[src/rtl/ahb_arb2_s1_pkg.sv]
// Shared definitions for the two-master AHB-Lite arbiter in front of slave s1.
// Holds the HTRANS encodings, the per-master state encoding and the packed
// address-phase record that the hold slots capture.
package ahb_arb2_s1_pkg;

  localparam int ADDR_W = 32;
  localparam int DATA_W = 32;

  typedef enum logic [1:0] {
    HTRANS_IDLE   = 2'b00,
    HTRANS_BUSY   = 2'b01,
    HTRANS_NONSEQ = 2'b10,
    HTRANS_SEQ    = 2'b11
  } htrans_e;

  typedef enum logic [1:0] {
    MST_IDLE = 2'b00,  // nothing outstanding, hready high
    MST_PEND = 2'b01,  // address captured, waiting for an issue slot
    MST_DATA = 2'b10   // owns the s1 data phase
  } mst_state_e;

  // Address-phase control captured for a held transfer. HTRANS is not kept:
  // a held transfer is always reissued as NONSEQ.
  typedef struct packed {
    logic [ADDR_W-1:0] addr;
    logic [2:0]        size;
    logic [2:0]        burst;
    logic [3:0]        prot;
    logic              write;
  } addr_ph_t;

  localparam int ADDR_PH_W = $bits(addr_ph_t);

endpackage

[src/rtl/ahb_arb2_s1_pend.sv]
// Per-master hold slot: captures an address phase that cannot issue at once,
// tracks IDLE/PEND/DATA for that master and generates its hready.
module ahb_arb_pend_slot
  import ahb_arb2_s1_pkg::*;
(
  input  logic                 clk,
  input  logic                 rst,
  input  logic                 hready_s1_i,
  input  logic                 win_i,        // this master issues to s1 this cycle
  input  logic                 trans_act_i,  // htrans[1]: NONSEQ or SEQ
  input  logic [ADDR_PH_W-1:0] req_i,        // live address-phase fields
  output logic                 live_o,
  output logic                 pend_o,
  output logic                 hready_o,
  output logic [ADDR_PH_W-1:0] hold_o
);

  mst_state_e           state_q;
  logic [ADDR_PH_W-1:0] hold_q;

  // hready: free when idle, stalled while held, follows the slave in data phase.
  always_comb begin
    // NOTE: every output of a combinational block gets a default first so no latch is inferred.
    hready_o = 1'b1;
    case (state_q)
      MST_PEND: hready_o = 1'b0;
      MST_DATA: hready_o = hready_s1_i;
      default:  hready_o = 1'b1;
    endcase
  end

  // A request is live only while the master sees hready high; reset blocks it
  // so nothing reaches s1 while the arbiter is held in reset.
  assign live_o = trans_act_i & hready_o & ~rst;
  assign pend_o = (state_q == MST_PEND);
  assign hold_o = hold_q;

  // Master state machine and hold register.
  always_ff @(posedge clk or posedge rst) begin
    if (rst) begin
      // NOTE: the hold slot is a handful of flops, not a memory, so it is cleared on reset like any state.
      state_q <= MST_IDLE;
      hold_q  <= '0;
    end else if (win_i) begin
      // NOTE: sequential state is updated with non-blocking assignments only.
      state_q <= MST_DATA;
    end else if (live_o) begin
      state_q <= MST_PEND;
      hold_q  <= req_i;
    end else if (state_q == MST_DATA && hready_s1_i) begin
      state_q <= MST_IDLE;
    end
  end

endmodule

[src/rtl/ahb_arb2_s1.sv]
// Two-master AHB-Lite arbiter for memory-controller slave port s1.
// m0 = CPU, m1 = loader/debug. One transfer issues per cycle; the loser or a
// request arriving during a slave wait is held and reissued as NONSEQ.
// Build option: define ARB_RR_EN for round-robin arbitration; otherwise m0
// has fixed priority.
module ahb_arb2_s1
  import ahb_arb2_s1_pkg::*;
(
  input  logic        pll_core_cpuclk,
  input  logic        pad_cpu_rst,
  input  logic [31:0] haddr_m0,
  input  logic [1:0]  htrans_m0,
  input  logic [2:0]  hsize_m0,
  input  logic [2:0]  hburst_m0,
  input  logic [3:0]  hprot_m0,
  input  logic        hwrite_m0,
  input  logic [31:0] hwdata_m0,
  input  logic [31:0] haddr_m1,
  input  logic [1:0]  htrans_m1,
  input  logic [2:0]  hsize_m1,
  input  logic [2:0]  hburst_m1,
  input  logic [3:0]  hprot_m1,
  input  logic        hwrite_m1,
  input  logic [31:0] hwdata_m1,
  output logic        hready_m0,
  output logic        hready_m1,
  output logic [31:0] hrdata_m,
  output logic [1:0]  hresp_m,
  output logic [31:0] haddr_s1,
  output logic [1:0]  htrans_s1,
  output logic [2:0]  hsize_s1,
  output logic [2:0]  hburst_s1,
  output logic [3:0]  hprot_s1,
  output logic        hwrite_s1,
  output logic [31:0] hwdata_s1,
  output logic        hsel_s1,
  input  logic [31:0] hrdata_s1,
  input  logic        hready_s1,
  input  logic [1:0]  hresp_s1
);

  logic     live0, live1, pend0, pend1;
  logic     win0, win1, issue, from_pend;
  logic     cand0, cand1;
  logic [1:0] sel_trans_d;
  addr_ph_t live_ph0, live_ph1, hold0, hold1;
  addr_ph_t sel_d, last_q;
  logic     dph_vld_q, dph_mst_q;

  assign live_ph0 = {haddr_m0, hsize_m0, hburst_m0, hprot_m0, hwrite_m0};
  assign live_ph1 = {haddr_m1, hsize_m1, hburst_m1, hprot_m1, hwrite_m1};

  ahb_arb_pend_slot u_slot0 (
    .clk         (pll_core_cpuclk),
    .rst         (pad_cpu_rst),
    .hready_s1_i (hready_s1),
    .win_i       (win0),
    .trans_act_i (htrans_m0[1]),
    .req_i       (live_ph0),
    .live_o      (live0),
    .pend_o      (pend0),
    .hready_o    (hready_m0),
    .hold_o      (hold0)
  );

  ahb_arb_pend_slot u_slot1 (
    .clk         (pll_core_cpuclk),
    .rst         (pad_cpu_rst),
    .hready_s1_i (hready_s1),
    .win_i       (win1),
    .trans_act_i (htrans_m1[1]),
    .req_i       (live_ph1),
    .live_o      (live1),
    .pend_o      (pend1),
    .hready_o    (hready_m1),
    .hold_o      (hold1)
  );

`ifdef ARB_RR_EN
  logic last_win_q;  // 1: m1 issued most recently

  // Round-robin: on contention the master that did not issue last wins.
  always_comb begin
    cand0 = hready_s1 & (pend0 | live0);
    cand1 = hready_s1 & (pend1 | live1);
    win0  = cand0;
    win1  = cand1;
    if (cand0 && cand1) begin
      win0 = last_win_q;
      win1 = ~last_win_q;
    end
  end

  // Remember the last issuing master; m1 after reset so m0 wins first.
  always_ff @(posedge pll_core_cpuclk or posedge pad_cpu_rst) begin
    if (pad_cpu_rst) begin
      last_win_q <= 1'b1;
    end else if (win0 || win1) begin
      last_win_q <= win1;
    end
  end
`else
  // Fixed priority: m0 always wins; m1 may starve under continuous m0 traffic.
  always_comb begin
    cand0 = hready_s1 & (pend0 | live0);
    cand1 = hready_s1 & (pend1 | live1);
    win0  = cand0;
    win1  = cand1 & ~cand0;
  end
`endif

  assign issue = win0 | win1;

  // Pick the winner's fields: held copy (forced NONSEQ) or the live bus.
  always_comb begin
    from_pend   = win1 ? pend1 : pend0;
    sel_d       = win1 ? (pend1 ? hold1 : live_ph1) : (pend0 ? hold0 : live_ph0);
    sel_trans_d = from_pend ? HTRANS_NONSEQ : (win1 ? htrans_m1 : htrans_m0);
  end

  // s1 request mux: winner when issuing, otherwise IDLE with the last fields held.
  always_comb begin
    hsel_s1   = issue;
    htrans_s1 = issue ? sel_trans_d : HTRANS_IDLE;
    {haddr_s1, hsize_s1, hburst_s1, hprot_s1, hwrite_s1} = issue ? sel_d : last_q;
  end

  // Data-phase owner and last-issued fields advance only when s1 is ready.
  always_ff @(posedge pll_core_cpuclk or posedge pad_cpu_rst) begin
    if (pad_cpu_rst) begin
      dph_vld_q <= 1'b0;
      dph_mst_q <= 1'b0;
      last_q    <= '0;
    end else if (hready_s1) begin
      dph_vld_q <= issue;
      dph_mst_q <= win1;
      if (issue) begin
        last_q <= sel_d;
      end
    end
  end

  assign hwdata_s1 = !dph_vld_q ? '0 : (dph_mst_q ? hwdata_m1 : hwdata_m0);
  assign hrdata_m  = hrdata_s1;
  assign hresp_m   = hresp_s1;

endmodule
[config.mk]
export PLATFORM = sky130hd
export DESIGN_NAME = ahb_arb2_s1
export DESIGN_NICKNAME = d
export VERILOG_FILES = /design/src/rtl/ahb_arb2_s1_pkg.sv /design/src/rtl/ahb_arb2_s1_pend.sv /design/src/rtl/ahb_arb2_s1.sv
export SDC_FILE = /design/constraint.sdc
export NUM_CORES = 1
export LEC_CHECK = 0
export CAP_MARGIN = 20
export CELL_PAD_IN_SITES_DETAIL_PLACEMENT = 2
export CELL_PAD_IN_SITES_GLOBAL_PLACEMENT = 2
export CORE_ASPECT_RATIO = 1.5
export CORE_MARGIN = 8
export CORE_UTILIZATION = 27
export CTS_CLUSTER_DIAMETER = 120
export DETAILED_ROUTE_END_ITERATION = 8
export PLACE_DENSITY_LB_ADDON = 0.1
export SKIP_LAST_GASP = 1
export SYNTH_ARGS = -nofsm -noshare
export SYNTH_HDL_FRONTEND = slang
export SYNTH_HIERARCHICAL = 1
export SYNTH_SLANG_ARGS = --single-unit
[constraint.sdc]
create_clock -name pll_core_cpuclk -period 5.54 [get_ports pll_core_cpuclk]
set_clock_uncertainty 0.05 [all_clocks]
set_input_delay 1.662 -clock pll_core_cpuclk [delete_from_list [all_inputs] [get_ports pll_core_cpuclk]]
set_output_delay 1.662 -clock pll_core_cpuclk [all_outputs]
set_load 0.1 [all_outputs]
* After elaboration in Yosys (flattened, before gate mapping)
Cells that the tools add are included.
** Word-level totals
- Output and inout port bits :: 114
- Bits of input ports :: 191
- Flip-flop bits (word level) :: 135
- Word-level logic and storage cells :: 52
** Operators by class
- Eq/ne operators :: 4
- Bitwise operators :: 13
- Reduce and logical (&&, ||, !) cells :: 6
- Multiplexer cells :: 18
** Operators with widths (count)
- two-way mux 43 bit :: 4
- two-way mux 32 bit :: 2
- two-way mux 2 bit :: 9
- AND 1 bit :: 7
- nonzero test 3 bit :: 2
- equality test 2 x 1 -> 1 bit (second input constant) :: 2
- equality test 2 bit (second input constant) :: 2
- case mux 1 bit (2 select lines) :: 2
- AND reduction 2 bit :: 2
- inverter 1 bit :: 3
- OR 1 bit :: 3
- logical AND 1 bit :: 2
- two-way mux 1 bit :: 1

* Longest topological paths before layout
- Depth in word-level cells :: 11
- Depth in mapped cells :: 8
- Mapped depth without buffers :: 6

* Hierarchy
Netlist, hierarchy kept.
** Modules (own cells, without submodules)
- ahb_arb2_s1 :: area each 4491.8 um^2, cells each 518, sequential area each 1126.1 um^2, times used 1
- ahb_arb_pend_slot :: area each 1742.9 um^2, cells each 102, sequential area each 1126.1 um^2, times used 2

* Least setup slack after synthesis
No wires, ideal clock.
- Path type :: input -> output
- From :: input port pad_cpu_rst
- To :: output port haddr_s1[10]
- Arrival :: 5.627 ns
- Stages on the path :: 6
- Data required time :: 3.828 ns
- Setup slack :: -1.799 ns
- Path buffers :: 1
- Path through :: nand2b_1 > a211oi_1 > o21a_1 > clkbuf_1 > a211oi_1 > o31ai_1
** On the way
- Word-level cells in the longest chain between the ends :: 8
- Elaborated cells on any way between the ends :: 12
- Classes of those cells :: 2 x mux; 10 x bitwise
** Ends and longest elaborated chain
- start: declaration :: RTL line ahb_arb2_s1.sv:10 : input logic pad_cpu_rst,
- inverter 1 bit * :: RTL line ahb_arb2_s1_pend.sv:34 : assign live_o = trans_act_i & hready_o & ~rst;
- AND 1 bit * :: RTL line ahb_arb2_s1_pend.sv:34
- named net live0 :: RTL line ahb_arb2_s1.sv:42 : logic live0, live1, pend0, pend1;
- OR 1 bit * :: RTL line ahb_arb2_s1.sv:105 : cand0 = hready_s1 & (pend0 | live0);
- AND 1 bit * :: RTL line ahb_arb2_s1.sv:105
- inverter 1 bit (no source line)
- AND 1 bit :: RTL line ahb_arb2_s1.sv:108 : win1 = cand1 & ~cand0;
- two-way mux 43 bit / OR 1 bit (equally long branches) :: RTL line ahb_arb2_s1.sv:117, ahb_arb2_s1.sv:112
- two-way mux 43 bit *
- end: declaration :: RTL line ahb_arb2_s1.sv:29 : output logic [31:0] haddr_s1,
Mark *: on every way through the listed nets, which the timed path passes. The rest lies on a longest branch.

* Worst setup path after layout
- From :: input port pad_cpu_rst
- To :: output port haddr_s1[14]
** On the way
- Elaborated cells on any way between the ends :: 12
- Classes of those cells :: 2 x mux; 10 x bitwise
** RTL lines
- inverter 1 bit * :: RTL line ahb_arb2_s1_pend.sv:34
- AND 1 bit * :: RTL line ahb_arb2_s1_pend.sv:34
- named net live1 :: RTL line ahb_arb2_s1.sv:42
- OR 1 bit * :: RTL line ahb_arb2_s1.sv:106 : cand1 = hready_s1 & (pend1 | live1);
- AND 1 bit * :: RTL line ahb_arb2_s1.sv:106
- AND 1 bit * :: RTL line ahb_arb2_s1.sv:108
- two-way mux 43 bit / OR 1 bit (equally long branches) :: RTL line ahb_arb2_s1.sv:117, ahb_arb2_s1.sv:112
- two-way mux 43 bit *
Marked as above.

==> out/metrics.csv <==
metric,value,unit
yosys.area.top_type_share,0.423,
drtIter0Drc,208,
path_delay_family,buffers and inverters,
synth.yosys.seq_area_share,0.423,
gr-max-usage-layer,met2,
gp_congestion,0.910,
slew_headroom,0.371,
setup_viol,0,
wl_per_cell,23.7,um
dp_hpwl,24.9,mm
crit_path_frequent_cell,buf_6,
synth_top_area_cell,dfrtp_1,
grt_antenna_before_repair,8,
synth_area,7980,sq um
area_growth,63.9,%
cpPeakStageDelay,280,ps
dieArea,35400,sq um
cpMaxStageDelayCell,bufbuf_16,
cp_cell_sequence,dlygate4sd2_1 -> buf_6 -> nand2b_4 -> a211oi_4 -> buf_6 -> o41ai_4 -> buf_4 -> buf_6 -> bufbuf_16 -> o31ai_4 -> buf_12,
worst-path-buf-inv,7,
fin_area,13100,sq um
layoutNonFillerInstCount,1404,
critPathKind,in2out,
yosys_warnings,6,
synth_edf_count,0,
drive_above_1_share,0.413,
wirelength,33.3,mm
finalCriticalPeriod,5460,ps
fin_util,0.447,
cts_tree,done,
fmax,183,MHz
rsz0062_at_grt,yes,
finalMaxSlewViolations,0,
place_area,12100,sq um
path_clk_slew,60,ps
nets,1185,
worstHoldPathCells,1,
post-route-worst-setup-slack,77.4,ps
ant_nets,0,
crit_fanout,11,
synthTopCellsByCount,"dfrtp_1, mux2_2, o31ai_1",
grt_overflow,0,
boundaryPins,305,
synthArstFlopShare,1.00,
start_util,0.272,
ys_types,33,
clockBufferDepth,2,
r2r-end,u_slot1/hold_o[14],
use_met1,0.191,
tns,0,ps
maxCapViolCount,0,
tightest_slew,943,ps
syn_avg_cell_area,11.0,sq um
ys_ff_latch,135,
syn_inst,722,
hold_class,reg2reg,
dr.pass1.iters,4,
htreeDepth,4,
cp-start-kind,input pin,
core_area,29300,sq um
clock_latency,450,ps
num_vias,7052,
p_leak,5.21,nW
reg2regPathDepth,8,
r2r_setup_slack,2160,ps
die_h,227,um
use_met2,0.356,
synthFlopType,dfrtp_1,
numClockSinks,135,
total_power,9.93,mW
grt_pass1_wl,50.6,mm
end_kind,output pin,
io_buffers,236,
synthTopCellsByArea,"dfrtp_1, mux2_2, o31ai_1",
arrival,3750,ps
synth_most_common_cell,dfrtp_1,
hold_buffers,0,
avgViaCountPerCell,5.02,
clock_tree.root_cell,clkbuf_16,
grt_usage,0.191,
min_period_over_period,0.986,
met3_usage,0.0525,
hp-start,u_slot0/hold_o[0],
die_w,156,um
rows,77,
grt_max_degree,63,
synth_nets,913,
worstPathRequired,3830,ps
hold_violations,0,
holdPathEnd,u_slot0/hold_o[0],
drcViolationCount,0,
numCtsBuffers,17,
place_ws,-292,ps
hold_slack,448,ps
ir_drop,0.509,mV
status,"finished, final reports clean",
r2r_start,u_slot0/state_q[1],
grt_pass1_vias,8447,
cellPowerDensity,760,nW/um^2
place_inst,1353,
area by class of cell:
cell class / instances / area (sq um)
clock buffer: 24 / 512
clock inverter: 8 / 92.6
antenna: 2 / 5.00
inverter: 8 / 30.0
fill: 2999 / 16200
timing repair buffer: 347 / 3850
multi-input combinational: 485 / 4720
sequential: 135 / 3380
tap: 395 / 494
how the worst max path moves through the flow:
stage / slack, ps / endpoint / cells past startpoint / start
final: 80 / haddr_s1[14] / 11 / pad_cpu_rst
after global routing: -20 / haddr_s1[4] / 10 / hready_s1
after CTS: 3 / haddr_s1[14] / 11 / pad_cpu_rst
after detailed placement: -290 / hwrite_s1 / 11 / pad_cpu_rst
after global placement: -280 / hwrite_s1 / 11 / pad_cpu_rst
after floorplan: 10 / htrans_s1[0] / 7 / pad_cpu_rst
report_power, final:
part | switching, mW | leakage [nW] | internal, mW
Combinational | 4.37 | 3.27 | 2.60
Sequential | 0.323 | 1.64 | 1.46
Clock | 0.449 | 0.302 | 0.730
Total | 5.14 | 5.21 | 4.79
registers in the layout, summed over array words and instances, names as in the netlist:
| signal | flops |
|---|---|
| dph_mst_q | 1 |
| u_slot1/hold_o | 43 |
| dph_vld_q | 1 |
| u_slot1/state_q | 2 |
| u_slot0/state_q | 2 |
| u_slot0/hold_o | 43 |
| last_q | 43 |
placed cells by master (no fill, tap or decap), types with 17 or more instances in the layout:
master,count
clkdlybuf4s50_1,152
buf_12,60
mux2i_1,32
dfrtp_1,134
a211oi_1,31
nor2b_1,54
buf_4,119
o31ai_1,43
mux2_2,112
nand2_1,40
o31ai_4,43
nor2_1,33
a21oi_1,35
clkbuf_16,17
cells by family after synthesis:
family	Yosys count	share of synthesized area
AO/OA/AOI/OAI	193	0.201
buffers and inverters	102	0.0789
flip-flops	135	0.423
multiplexers	150	0.207
AND/OR/NAND/NOR	142	0.0903
worst reg2reg max path: stages, from the launching register on:
cell	delay, ps
dfrtp_1	490
nor2b_4	210
buf_4	710
or3b_4	380
buf_12	150
nor2_1	80
a2111oi_4	250
buf_4	470
mux2_2	450
metal layers:
metal / up-vias / wire, um
met2: 255 / 17800
met5: - / 34
met4: 6 / 1290
met1: 3549 / 12100
met3: 65 / 2060
li1: 3177 / -
repair_timing:
action	4_1_cts	5_1_grt
buffers inserted	14	0
pin swaps	14	3
endpoints found under the setup margin	45	16
resized for setup	26	0
gates cloned	2	0
(Power assumes the default switching activity.)
